<file path="config.mk">
export PLATFORM = sky130hd
export DESIGN_NAME = fifo36_stream_reader_flat
export DESIGN_NICKNAME = d
export VERILOG_FILES = /design/src/rtl/fifo36_stream_reader_if.sv /design/src/rtl/fifo36_stream_reader.sv /design/src/flat_wrapper.sv
export SDC_FILE = /design/constraint.sdc
export NUM_CORES = 1
export LEC_CHECK = 0
export CELL_PAD_IN_SITES_DETAIL_PLACEMENT = 0
export CELL_PAD_IN_SITES_GLOBAL_PLACEMENT = 1
export CORE_UTILIZATION = 56
export CTS_BUF_LIST = sky130_fd_sc_hd__clkbuf_4 sky130_fd_sc_hd__clkbuf_8
export DETAILED_ROUTE_END_ITERATION = 12
export DONT_BUFFER_PORTS = 1
export GPL_TIMING_DRIVEN = 0
export PLACE_DENSITY_LB_ADDON = 0.1
export SLEW_MARGIN = 20
export SYNTH_ARGS = -nofsm -noshare
export SYNTH_HDL_FRONTEND = slang
export SYNTH_SLANG_ARGS = --single-unit
</file>
<file path="constraint.sdc">
create_clock -name clk -period 2.9 [get_ports clk]
set_input_delay 0.87 -clock clk [delete_from_list [all_inputs] [get_ports clk]]
set_output_delay 0.87 -clock clk [all_outputs]
set_load 0.02 [all_outputs]
</file>
<file path="src/rtl/fifo36_stream_reader_if.sv">
// FIFO read port plus the downstream valid/ready stream of the FWFT reader.
interface fifo36_stream_reader_if;
  logic [35:0] readData;
  logic        empty;
  logic        readEnable;
  logic [31:0] outData;
  logic        outValid;
  logic        outReady;
  logic        outLast;

  // master: the reader block itself
  modport master (
    input  readData, empty, outReady,
    output readEnable, outData, outValid, outLast
  );
  // slave: FIFO model / downstream consumer side
  modport slave (
    output readData, empty, outReady,
    input  readEnable, outData, outValid, outLast
  );
endinterface

</file>
<file path="src/rtl/fifo36_stream_reader.sv">
// Read-side consumer of the 36-bit FWFT FIFO: pops into a 2-entry skid buffer,
// checks per-byte parity, frames fixed-length packets, presents a valid/ready stream.
module fifo36_stream_reader #(
  parameter int PKT_LEN    = 16,
  parameter int ODD_PARITY = 0,
  parameter int ERR_CNT_W  = 8
) (
  input  logic                 clk,
  input  logic                 resetN,
  fifo36_stream_reader_if.master bus,
  input  logic                 flush,
  input  logic                 clrErr,
  output logic                 parityErr,
  output logic [ERR_CNT_W-1:0] errCount
);

  typedef enum logic [1:0] {EMPTY = 2'd0, ONE = 2'd1, TWO = 2'd2} occ_t;

  typedef struct packed {
    logic [31:0] data;
    logic        last;
  } entry_t;

  localparam logic [15:0] LAST_IDX = 16'(PKT_LEN - 1);
  localparam logic        ODD      = (ODD_PARITY != 0);

  occ_t        occ;
  entry_t      head, tail;
  logic [15:0] cnt;
  logic [3:0]  mis;
  logic        pop, take, bad, pop_last;

  // Pop only with room in the skid buffer; gated by reset so nothing is lost while held
  assign pop      = resetN & !bus.empty & (occ != TWO) & !flush;
  assign take     = bus.outValid & bus.outReady;
  assign pop_last = (cnt == LAST_IDX);
  assign bad      = pop & (|mis);

  assign bus.readEnable = pop;
  assign bus.outValid   = (occ != EMPTY);
  assign bus.outData    = head.data;
  assign bus.outLast    = head.last;

  // Per-byte parity check of the FIFO head word
  always_comb begin
    mis = '0;
    for (int i = 0; i < 4; i++)
      mis[i] = bus.readData[32+i] ^ (^bus.readData[8*i +: 8]) ^ ODD;
  end

  // Skid-buffer occupancy FSM, head/tail storage and packet counter
  always_ff @(posedge clk or negedge resetN) begin
    if (!resetN) begin
      occ  <= EMPTY;
      head <= '0;
      tail <= '0;
      cnt  <= '0;
    end else if (flush) begin
      // a same-cycle take has already been seen downstream; just drop the rest
      occ <= EMPTY;
      cnt <= '0;
    end else begin
      if (pop) cnt <= pop_last ? 16'd0 : cnt + 16'd1;
      unique case (occ)
        EMPTY: if (pop) begin
          head <= '{data: bus.readData[31:0], last: pop_last};
          occ  <= ONE;
        end
        ONE: begin
          if (pop && !take) begin
            tail <= '{data: bus.readData[31:0], last: pop_last};
            occ  <= TWO;
          end else if (pop && take) begin
            head <= '{data: bus.readData[31:0], last: pop_last};
          end else if (take) begin
            occ <= EMPTY;
          end
        end
        TWO: if (take) begin
          head <= tail;
          occ  <= ONE;
        end
        default: occ <= EMPTY;
      endcase
    end
  end

  // Sticky parity flag and saturating error counter; a same-cycle error wins over clear
  always_ff @(posedge clk or negedge resetN) begin
    if (!resetN) begin
      parityErr <= 1'b0;
      errCount  <= '0;
    end else if (clrErr) begin
      parityErr <= bad;
      errCount  <= bad ? ERR_CNT_W'(1) : '0;
    end else if (bad) begin
      parityErr <= 1'b1;
      if (errCount != '1) errCount <= errCount + 1'b1;
    end
  end

endmodule

</file>
<file path="src/flat_wrapper.sv">
// flat-port wrapper written by rule: the top's interface ports become plain ports
module fifo36_stream_reader_flat 
#(
  parameter int PKT_LEN    = 16,
  parameter int ODD_PARITY = 0,
  parameter int ERR_CNT_W  = 8
)
  (clk, resetN, flush, clrErr, parityErr, errCount, bus_readData, bus_empty, bus_outReady, bus_readEnable, bus_outData, bus_outValid, bus_outLast);
  fifo36_stream_reader_if bus_i ();
  input  logic clk;
  input  logic resetN;
  input  logic flush;
  input  logic clrErr;
  output logic parityErr;
  output logic [ERR_CNT_W-1:0] errCount;
  input wire logic [$bits(bus_i.readData)-1:0] bus_readData;
  input wire logic [$bits(bus_i.empty)-1:0] bus_empty;
  input wire logic [$bits(bus_i.outReady)-1:0] bus_outReady;
  output wire logic [$bits(bus_i.readEnable)-1:0] bus_readEnable;
  output wire logic [$bits(bus_i.outData)-1:0] bus_outData;
  output wire logic [$bits(bus_i.outValid)-1:0] bus_outValid;
  output wire logic [$bits(bus_i.outLast)-1:0] bus_outLast;
  assign bus_i.readData = bus_readData;
  assign bus_i.empty = bus_empty;
  assign bus_i.outReady = bus_outReady;
  assign bus_readEnable = bus_i.readEnable;
  assign bus_outData = bus_i.outData;
  assign bus_outValid = bus_i.outValid;
  assign bus_outLast = bus_i.outLast;
  fifo36_stream_reader #(.PKT_LEN(PKT_LEN), .ODD_PARITY(ODD_PARITY), .ERR_CNT_W(ERR_CNT_W)) u_core (.clk(clk), .resetN(resetN), .bus(bus_i), .flush(flush), .clrErr(clrErr), .parityErr(parityErr), .errCount(errCount));
endmodule
</file>
### Word-level counts from Yosys, hierarchy flattened

Index checks and enable logic that the tools add are counted.

| cells by class | value |
|---|---|
| muxes and demuxes | 21 |
| reductions and logical operators | 20 |
| add/subtract/negate cells | 2 |
| equal/unequal tests | 13 |
| bitwise operators | 10 |

Operators by type and width:

| cell | count |
|---|---|
| 2-to-1 mux 33 bit | 4 |
| case mux 33 bit (3 select lines) | 1 |
| 2-to-1 mux 16 bit | 3 |
| parity 8 bit | 4 |
| 2-to-1 mux 8 bit | 3 |
| adder 16 x 1 -> 16 bit, second input constant | 1 |
| equality test 16 x 4 -> 1 bit, second input constant | 1 |
| 2-to-1 mux 2 bit | 6 |
| adder 8 x 1 -> 8 bit, second input constant | 1 |
| inequality test 8 bit, second input constant | 1 |
| nonzero test 2 bit | 4 |
| inequality test 2 x 1 -> 1 bit, second input constant | 3 |
| inequality test 3 x 2 -> 1 bit, second input constant | 2 |
| case mux 2 bit (3 select lines) | 1 |
| AND reduction 6 bit | 1 |
| AND 1 bit | 5 |
| inequality test 2 bit, second input constant | 2 |
| inequality test 4 x 2 -> 1 bit, second input constant | 1 |
| inequality test 4 x 3 -> 1 bit, second input constant | 1 |
| AND reduction 4 bit | 1 |
| OR reduction 4 bit | 1 |
| XOR 1 bit | 4 |
| logical NOT 1 bit | 3 |
| 2-to-1 mux 1 bit | 3 |
| 8 further kinds | 9 |

| word-level totals | value |
|---|---|
| flip-flop bits (word level) | 93 |
| output and inout bits | 44 |
| input port bits | 42 |
| word-level logic and storage cells | 74 |

### Longest topological paths before layout

Gate-level depths: netlist of run 1.

| depth | value |
|---|---|
| depth in word-level cells | 9 |
| mapped depth | 8 |

### Least setup slack after synthesis of run 1

OpenSTA, ideal clock, no wires.

| path | value |
|---|---|
| path kind | input-to-reg |
| from | input port bus_readData[2] |
| to | register u_core.errCount[5] |
| arrival | 2.410 ns |
| slack | 0.411 ns |
| cell stages on the path | 6 |
| setup time | 0.078 ns |
| cells stage by stage | xnor2_1 xnor3_1 xnor2_1 o41ai_4 or4_1 a21oi_1 |

| on the way | value |
|---|---|
| word-level cells in the longest chain between the ends | 6 |

Ends and longest elaborated chain:

| item | RTL line | source |
|---|---|---|
| from (decl) | flat_wrapper.sv:16 | `input wire logic [$bits(bus_i.readData)-1:0] bus_readData;` |
| parity 8 bit | fifo36_stream_reader.sv:48 | `mis[i] = bus.readData[32+i] ^ (^bus.readData[8*i +: 8]) ^ ODD;` |
| XOR 1 bit | fifo36_stream_reader.sv:48 |  |
| OR reduction 4 bit | fifo36_stream_reader.sv:37 | `assign bad = pop & (\|mis);` |
| AND 1 bit | fifo36_stream_reader.sv:37 |  |
| nonzero test 2 bit (no source line) | n/a |  |
| AND reduction 2 bit (no source line) | n/a |  |
| to (signal assigned) | fifo36_stream_reader.sv:95 | `errCount <= bad ? ERR_CNT_W'(1) : '0;` |
| to (signal assigned) | fifo36_stream_reader.sv:98 | `if (errCount != '1) errCount <= errCount + 1'b1;` |
| to (decl) | fifo36_stream_reader.sv:14 | `output logic [ERR_CNT_W-1:0] errCount` |

No other way between the ends.
A chain may end at the register's enable or synchronous reset.

### Worst setup path in the final report of run 1

| path | value |
|---|---|
| from | input port bus_empty |
| to | register u_core.head (netlist bit u_core.bus.outData[14]) |

| on the way | value |
|---|---|
| word-level cells in the longest chain between the ends | 7 |
| elaborated cells on any way between the ends | 10 |
| classes of those cells | eq/ne (3); bitwise (3); reduce/logical (4) |

Ends and longest elaborated chain:

| item | RTL line | source |
|---|---|---|
| from (decl) | flat_wrapper.sv:17 | `input wire logic [$bits(bus_i.empty)-1:0] bus_empty;` |
| logical NOT 1 bit (*) | fifo36_stream_reader.sv:34 | `assign pop = resetN & !bus.empty & (occ != TWO) & !flush;` |
| AND 1 bit (*) (3 in a row) | fifo36_stream_reader.sv:34 |  |
| logical AND 1 bit, on equally long branches | fifo36_stream_reader.sv:70, fifo36_stream_reader.sv:73 |  |
| inequality test 2 bit (no source line) / inequality test 2 x 1 -> 1 bit (equally long branches) | n/a |  |
| AND reduction 6 bit (no source line) (*) | n/a |  |
| to (signal assigned) | fifo36_stream_reader.sv:66 | `head <= '{data: bus.readData[31:0], last: pop_last};` |
| to (signal assigned) | fifo36_stream_reader.sv:74 | `head <= '{data: bus.readData[31:0], last: pop_last};` |
| to (signal assigned) | fifo36_stream_reader.sv:80 | `head <= tail;` |
| to (decl) | fifo36_stream_reader.sv:28 | `entry_t head, tail;` |

Mark *: on every way between the ends. The rest lies on a longest branch, timed or not.

==> impl_results.rst, run 1 <==
.. list-table::
   :header-rows: 1

   * - Metric
     - Value
   * - Run status
     - finished, final reports clean
   * - RSZ-0062 raised after global routing
     - false
   * - Post-synthesis cell count
     - roughly 410
   * - Worst path required time
     - just over 3000 ps
   * - Library cell used as clock root buffer
     - sky130_fd_sc_hd__clkbuf_8
   * - Via density per instance
     - 5.80
   * - Ys Warns
     - 0
   * - Overall routed net length
     - between 9 and 10 mm
   * - Hold violation count in the final report
     - 0
   * - Total length of routed met2 wires
     - around 4.5 mm
   * - Logic pwr share
     - about 12%
   * - Count of different cell masters after synthesis
     - 39
   * - Worst Max-Slew Pin Slew
     - around 650 ps
   * - Max Freq
     - 412 MHz
   * - Cell type with the largest total area after synthesis
     - sky130_fd_sc_hd__dfrtp_1
   * - Highest metal layer with signal wires
     - met4
   * - Category of the critical setup timing path
     - input pin to flop
   * - Number of nets in the synthesized netlist
     - 451
   * - Metal1 wirelength
     - around 4 mm
   * - Inserted Clock Buffers
     - 9
   * - Overall overflow remaining after global route
     - 0
   * - Antenna violations before repair
     - 0
   * - Initial standard-cell utilization of the core
     - between 50% and 60%
   * - Static power due to leakage
     - between 2 and 2.5 nW
   * - Overall die width
     - about 92 um
   * - Setup Total Neg Slack
     - 0 ps
   * - Vertical die dimension
     - 91.6 um
   * - Clock tree buffer depth
     - 2
   * - Mean routed wirelength per cell
     - about 17 um
   * - Switch Pwr
     - ~880 uW
   * - Max_slew headroom
     - 56.6%
   * - Share of synthesized area occupied by flip-flops and latches
     - between 50% and 60%
   * - Minimum clock period
     - 2430 ps
   * - Worst voltage drop across the vdd grid
     - roughly 240 uV
   * - Worst-case reg-to-reg path depth
     - 7
   * - Number of gates resized after cts
     - 0
   * - Count of nets after finishing
     - between 400 and 500
   * - Switching Share
     - between 30% and 40%
   * - Number of iterations in the first detailed-routing pass
     - 4
   * - Final setup vio count
     - 0
   * - Placed wire-length estimate after detailed placement
     - ~6.2 mm
   * - Post-CTS Setup Repair Bufs
     - 0
   * - Synthesized area per cell
     - 11.0 um2
   * - Clock sinks
     - 93
   * - Cell count after placement
     - between 500 and 600
   * - Final routed DRC violation total
     - 0
   * - Post-Place Setup Slack
     - 107 ps
   * - First-pass GRT wire length
     - 15.3 mm
   * - Vias in the first global route
     - slightly above 3000
   * - Largest net degree at the start of global routing
     - 95
   * - Smallest setup slack after layout
     - 474 ps
   * - Worst flop-to-flop path endpoint
     - u_core.cnt[3]
   * - Placer Congestion
     - ~0.82
   * - Proportion of layout cells with a drive suffix above 1
     - ~8.0%
   * - Iteration-0 DRC Markers
     - 87
   * - Reg-to-reg slack, setup
     - between 600 and 700 ps
   * - Area growth from synthesis to layout
     - 6.82%
   * - Area of all placed cells without fillers
     - a little under 5000 um2
   * - Placeable Area
     - 7730 um2
   * - Clk Latency, worst-skew pair
     - between 300 and 400 ps
   * - Post-route fraction of the period consumed by the critical path
     - roughly 84%
   * - Min-delay worst type
     - input pin to asynchronous set/reset pin
   * - H-tree Lvls
     - 3
   * - Internal power
     - 1.97 mW
   * - CTS hold repair buffers
     - 0
   * - Cells taking the most area after synthesis
     - sky130_fd_sc_hd__dfrtp_1 52%, sky130_fd_sc_hd__mux2i_1 7.1%, sky130_fd_sc_hd__mux2_1 6.0%
   * - Launch point of the worst reg-to-reg path
     - u_core.occ[0]
   * - Slew Viols, Final
     - 0
   * - Overall power consumption
     - 2.85 mW
   * - Sequential power share
     - roughly three fifths
   * - Top-level port count
     - 86
   * - DP Area
     - roughly 4600 um2
   * - Via count of the routed design
     - between 3000 and 4000
   * - Total power per unit cell area
     - 593 nW/um2
   * - Crit Path Max Fanout
     - 10
   * - Number of flip-flops and latches in the synthesized netlist
     - a little over 90
   * - Worst-case clock skew
     - roughly 13 ps
   * - Clock transition at the register clock pins on the worst setup and hold paths after CTS
     - approximately 100 ps
   * - Metal3 WL
     - roughly 530 um
   * - DIE AREA
     - between 8000 and 9000 um2
   * - Post-Synthesis Cell Area
     - 4500 um2
   * - Data arrival time at the worst-slack endpoint
     - 2640 ps
   * - Core Rows
     - 32
   * - Top cell type's share of synthesized area
     - between 50% and 60%
   * - # diodes
     - 0
   * - Maxcap violations
     - 0
   * - TritonCTS clock tree
     - built
   * - Final Non-Filler Cells
     - 525
   * - Part of the power in the clock network
     - between 20 and 30%
   * - Number of buffers added on ports
     - 0
   * - Startpoint type of the worst setup path
     - input pin
   * - CP endpoint kind
     - flop
   * - Post-DRT Antenna Nets
     - 0
   * - Global-route usage over all layers
     - 23.4%
through the flow:
stage	utilization [%]	hold WS, ps
CTS	62.1	175
finish	62.1	188
detailed placement	59.8	479
global placement	59.8	471
global route	62.1	162
floorplan	-	449
final cells by class:
type	count	area (um2)
Fill cell	612	2930
Sequential cell	93	2330
Multi-Input combinational cell	290	2070
Tap cell	102	128
Clock buffer	9	124
Buffer	20	86.3
Clock inverter	7	55.1
Inverter	4	15.0
power groups by stage:
stage | clock network (mW) | logic, mW | registers, mW
5_1_grt | 0.888 | 0.385 | 1.71
2_1_floorplan | 0 | 0.291 | 1.69
3_3_place_gp | 0 | 0.333 | 1.71
4_1_cts | 0.837 | 0.348 | 1.69
3_5_place_dp | 0 | 0.346 | 1.72
6_report | 0.812 | 0.343 | 1.69
worst max-delay path: stages:
cell and delay (ps):
sky130_fd_sc_hd__nand2b_1 230, sky130_fd_sc_hd__nor2_1 210, sky130_fd_sc_hd__a22oi_1 90, sky130_fd_sc_hd__nor2_1 190, sky130_fd_sc_hd__clkbuf_1 410, sky130_fd_sc_hd__clkbuf_1 490
sky130_fd_sc_hd__a21oi_1 140
how the worst max path moves through the flow:
| stage | start | to | cells after the start |
|---|---|---|---|
| 5_1_grt | bus_readData[2] | u_core.errCount[4] | 7 |
| 4_1_cts | bus_empty | bus_readEnable | 2 |
| 3_3_place_gp | bus_readData[2] | u_core.errCount[4] | 7 |
| 6_report | bus_empty | u_core.bus.outData[14] | 7 |
| 3_5_place_dp | bus_readData[2] | u_core.errCount[4] | 7 |
| 2_1_floorplan | bus_readData[2] | u_core.errCount[5] | 6 |
cells in the mapped netlist, drive strengths merged:
cell type and instances:
clkbuf 14, or3b 1, o41ai 2, or2 1, mux2 32, xor2 5
inv 4, a21oi 44, a22oi 1, nand4 3, or4 4, nor2b 3
o21ai 23, xnor3 4, and3 11, mux2i 32, a31oi 2, or3 2
o31ai 10, xnor2 24, nand2 15, nor2 50, a22o 1, buf 6
nand3 8, dfrtp 93, nor3 2, nand2b 2, ha 2, nor4 3
and4 3
sequential cells by signal, summed over array words and instances (netlist names):
signal              flops
u_core.tail            33
u_core.cnt             16
u_core.parityErr        1
u_core.occ              2
u_core.bus.outData     32
u_core.bus.outLast      1
u_core.errCount         8
per-layer routing:
metal  global-route usage (%)  up-vias
li1                         -     1465
met1                     30.5     1508
met2                     37.4       65
met3                     6.53        5
met4                     8.73        0
met5                        0        -
cells in the final DEF (no fill, tap or decap), drive strengths merged, types with 2 or more instances in the layout:
master	instances
nor3	2
o41ai	2
a21oi	44
nor2b	3
mux2	32
or3	2
nor2	50
o21ai	23
nand3	8
nand2b	2
clkinv	2
or4	4
clkbuf	23
xnor3	4
and4	3
a31oi	2
buf	6
dfrtp	93
inv	8
xor2	5
nand2	15
nand4	3
mux2i	32
o31ai	10
xnor2	24
nor4	3
ha	2
and3	11
cell families after synthesis:
| logic type | share of synthesized area, % |
|---|---|
| adders and majority gates | 0.557 |
| AOI/OAI and AO/OA | 10.6 |
| buffers and inverters | 2.25 |
| DFF | 51.8 |
| xor gates and xnor gates | 7.99 |
| muxes | 15.1 |
| and+or+nand+nor | 11.7 |
(Power assumes the default switching activity.)
==> run 2: changes to the inputs <==
CORE_UTILIZATION = 47   (was 56)
clock period = 2.1 ns   (was 2.9 ns; I/O delays follow)
==> impl_results.rst, run 2 (synthesis gave the netlist of run 1 again) <==
.. list-table::
   :header-rows: 1

   * - Metric
     - Value
   * - Post-route fraction of the period consumed by the critical path
     - 101%
   * - Placed wire-length estimate after detailed placement
     - 6.32 mm (+1.2%)
   * - Static power due to leakage
     - 2.14 nW (+4.3%)
   * - Number of iterations in the first detailed-routing pass
     - 4 (unchanged)
   * - Commonest non-fill, non-tap cell in the layout
     - sky130_fd_sc_hd__dfrtp_1
   * - Iteration-0 DRC Markers
     - 146 (+68%)
   * - Critical path cell sequence
     - xnor2_4, xnor3_1, xnor2_2, o41ai_4, buf_4, o41ai_2, a21oi_1
   * - Overall overflow remaining after global route
     - 0 (unchanged)
   * - Area of all placed cells without fillers
     - 5000 um2 (+4.0%)
   * - Kind of cell adding the most delay to the critical path
     - compound AO/OA/AOI/OAI gates
   * - Inserted Clock Buffers
     - 9 (unchanged)
   * - Worst path required time
     - 2390 ps (-720 ps)
   * - Worst path depth
     - 7 (unchanged)
   * - End point of the critical path
     - u_core.errCount[6]
   * - Minimum clock period
     - 2110 ps
   * - Initial standard-cell utilization of the core
     - 48.7% (-9.5 points)
   * - Violated checks
     - hold timing, setup timing
   * - Post-DRT Antenna Nets
     - 0 (unchanged)
   * - Count of nets after finishing
     - 467 (+1.1%)
   * - Final setup vio count
     - 3 (+3)
   * - Data arrival time at the worst-slack endpoint
     - 2410 ps (-230 ps)
   * - DP Area
     - 4680 um2 (+1.2%)
   * - Run status
     - finished, violations left
   * - Overall die width
     - 99.8 um (+9.0%)
   * - Mean routed wirelength per cell
     - 17.1 um (-1.4%)
   * - Antenna violations before repair
     - 0 (unchanged)
   * - Clock sinks
     - 93 (unchanged)
   * - Most flops, register
     - u_core.tail
   * - DIE AREA
     - 9960 um2 (+19%)
   * - Worst flop-to-flop path endpoint
     - u_core.errCount[5]
   * - Leading cell types in the layout, fill and taps excluded
     - 92 x sky130_fd_sc_hd__dfrtp_1, 49 x sky130_fd_sc_hd__nor2_1, 44 x sky130_fd_sc_hd__a21oi_1
   * - Overall power consumption
     - 3.97 mW (+39%)
   * - Worst-case clock skew
     - 13.1 ps (+0.287 ps)
   * - Placer Congestion
     - 0.771 (-6.2%)
   * - Global-route usage over all layers
     - 20.1% (-3.4 points)
   * - Worst Max-Slew Pin Slew
     - 682 ps (+30.8 ps)
   * - TritonCTS clock tree
     - built
   * - H-tree Lvls
     - 3 (unchanged)
   * - Clk Latency, worst-skew pair
     - 360 ps (about the same)
   * - Via density per instance
     - 5.54 (-4.5%)
   * - First-pass GRT wire length
     - 15.4 mm (+0.73%)
   * - Core Rows
     - 35 (+9.4%)
   * - Proportion of layout cells with a drive suffix above 1
     - 14.3% (+6.2 points)
   * - Hold violation count in the final report
     - 93 (+93)
   * - Top-level port count
     - 86 (unchanged)
   * - CP Buf/Inv Count
     - 1 (-1)
   * - Worst Hold Margin
     - -55.5 ps (-243 ps)
   * - Smallest setup slack after layout
     - -13.4 ps (-487 ps)
   * - Startpoint type of the worst setup path
     - input pin
   * - Post-Place Setup Slack
     - -516 ps (-623 ps)
   * - Library cell used as clock root buffer
     - sky130_fd_sc_hd__clkbuf_8
   * - Clock transition at the register clock pins on the worst setup and hold paths after CTS
     - 100 ps (about the same)
   * - Min-delay worst type
     - input pin to asynchronous set/reset pin
   * - Largest net degree at the start of global routing
     - 95 (unchanged)
   * - Final routed DRC violation total
     - 0 (unchanged)
   * - Worst stage delay on the critical path
     - 590 ps (+100 ps)
   * - Max_slew headroom
     - 54.5% (-2.1 points)
   * - Setup Total Neg Slack
     - -16.1 ps (-16.1 ps)
   * - Slew Viols, Final
     - 0 (unchanged)
   * - Vias in the first global route
     - 2980 (-3.5%)
   * - Worst voltage drop across the vdd grid
     - 367 uV (+54%)
   * - Max Freq
     - 473 MHz
   * - Maxcap violations
     - 0 (unchanged)
   * - Category of the critical setup timing path
     - input pin to flop
   * - Critical path startpoint
     - bus_readData[7]
   * - Number of filler cells placed in the layout
     - 830 (+36%)
   * - Critical path's slowest cell
     - sky130_fd_sc_hd__o41ai_4
   * - # diodes
     - 0 (unchanged)
   * - Number of buffers added on ports
     - 0 (unchanged)
   * - Reg-to-reg slack, setup
     - 60 ps (-570 ps)
   * - Vertical die dimension
     - 99.8 um (+9.0%)
   * - Launch point of the worst reg-to-reg path
     - u_core.occ[1]
   * - Overall routed net length
     - 9.50 mm (+4.6%)
   * - CP endpoint kind
     - flop
   * - Area growth from synthesis to layout
     - 11.1%
   * - Crit Path Max Fanout
     - 7 (-3)
   * - Total power per unit cell area
     - 794 nW/um2 (+34%)
   * - RSZ-0062 raised after global routing
     - true
   * - Flip-flop count of the largest register, all copies and words added
     - 33 (unchanged)
   * - Clock tree buffer depth
     - 2 (unchanged)
   * - Via count of the routed design
     - 3084 (+1.3%)
   * - Placeable Area
     - 9240 um2 (+20%)
   * - Worst-case reg-to-reg path depth
     - 6 (-1)
==> run 2: cell types whose count changed in the layout (fill, tap and decap cells not counted), sizes merged <==
| cell | change |
|---|---|
| buf | +5 |
| inv | -3 |
| clkinvlp | +2 |
| clkbuf | +2 |
| clkinv | -1 |
==> run 2: worst register-to-register path, delay by kind of cell, from the launching register on <==
kind	cells	cell delay, ps
buf+inv	1	200
compound gates	2	400
simple gates	3	990
flops	1	390
==> run 2: layout make-up <==
cell class | count | area (um2) | area share, %
timing repair buffer | 5 | 37.5 | 0.751
tap | 129 | 161 | 3.23
inverter | 4 | 15.0 | 0.301
sequential | 93 | 2330 | 46.6
buffer | 20 | 97.6 | 1.95
multi-input combinational | 290 | 2180 | 43.7
clock inverter | 5 | 36.3 | 0.726
clock buffer | 11 | 139 | 2.78
==> run 2: power by group <==
part | switching, mW | leakage [nW] | internal [mW] | total [mW]
Sequential | 0.312 | 1.17 | 2.02 | 2.33
Clock | 0.651 | 0.0828 | 0.460 | 1.11
Combinational | 0.240 | 0.885 | 0.282 | 0.523
==> run 2: repair_timing <==
item | 4_1_cts | 5_1_grt
resized for setup | 17 | 10
gates cloned | 1 | 0
endpoints found under the setup margin | 52 | 30
setup buffers | 3 | 1
pin swaps | 11 | 6
hold endpoints to repair | 93 | 93
==> run 2: per-stage QoR <==
| stage | cells | util, % |
|---|---|---|
| final | 557 | 54.1 |
| after global routing | 557 | 54.1 |
| after CTS | 556 | 53.5 |
| after detailed placement | 536 | 50.6 |
| after global placement | 536 | 50.6 |
| after floorplan | 407 | - |
==> run 2: per-layer routing <==
metal / vias to the layer above / GRT usage (%) / share of wire (%)
li1: 1475 / - / -
met4: 0 / 5.43 / 1.0
met2: 87 / 30.1 / 44
met1: 1515 / 27.6 / 47
met3: 7 / 7.24 / 7.5
met5: - / 0 / 0
==> run 2: how the worst min path moves through the flow <==
stage / slack, ps / cells past startpoint / startpoint / to
floorplan: 330 / 0 / resetN / u_core.bus.outData[0]
global placement: 340 / 0 / resetN / u_core.bus.outData[16]
detailed placement: 340 / 0 / resetN / u_core.tail[17]
CTS: -70 / 0 / resetN / u_core.tail[17]
global route: -90 / 0 / resetN / u_core.bus.outData[16]
finish: -60 / 0 / resetN / u_core.tail[17]
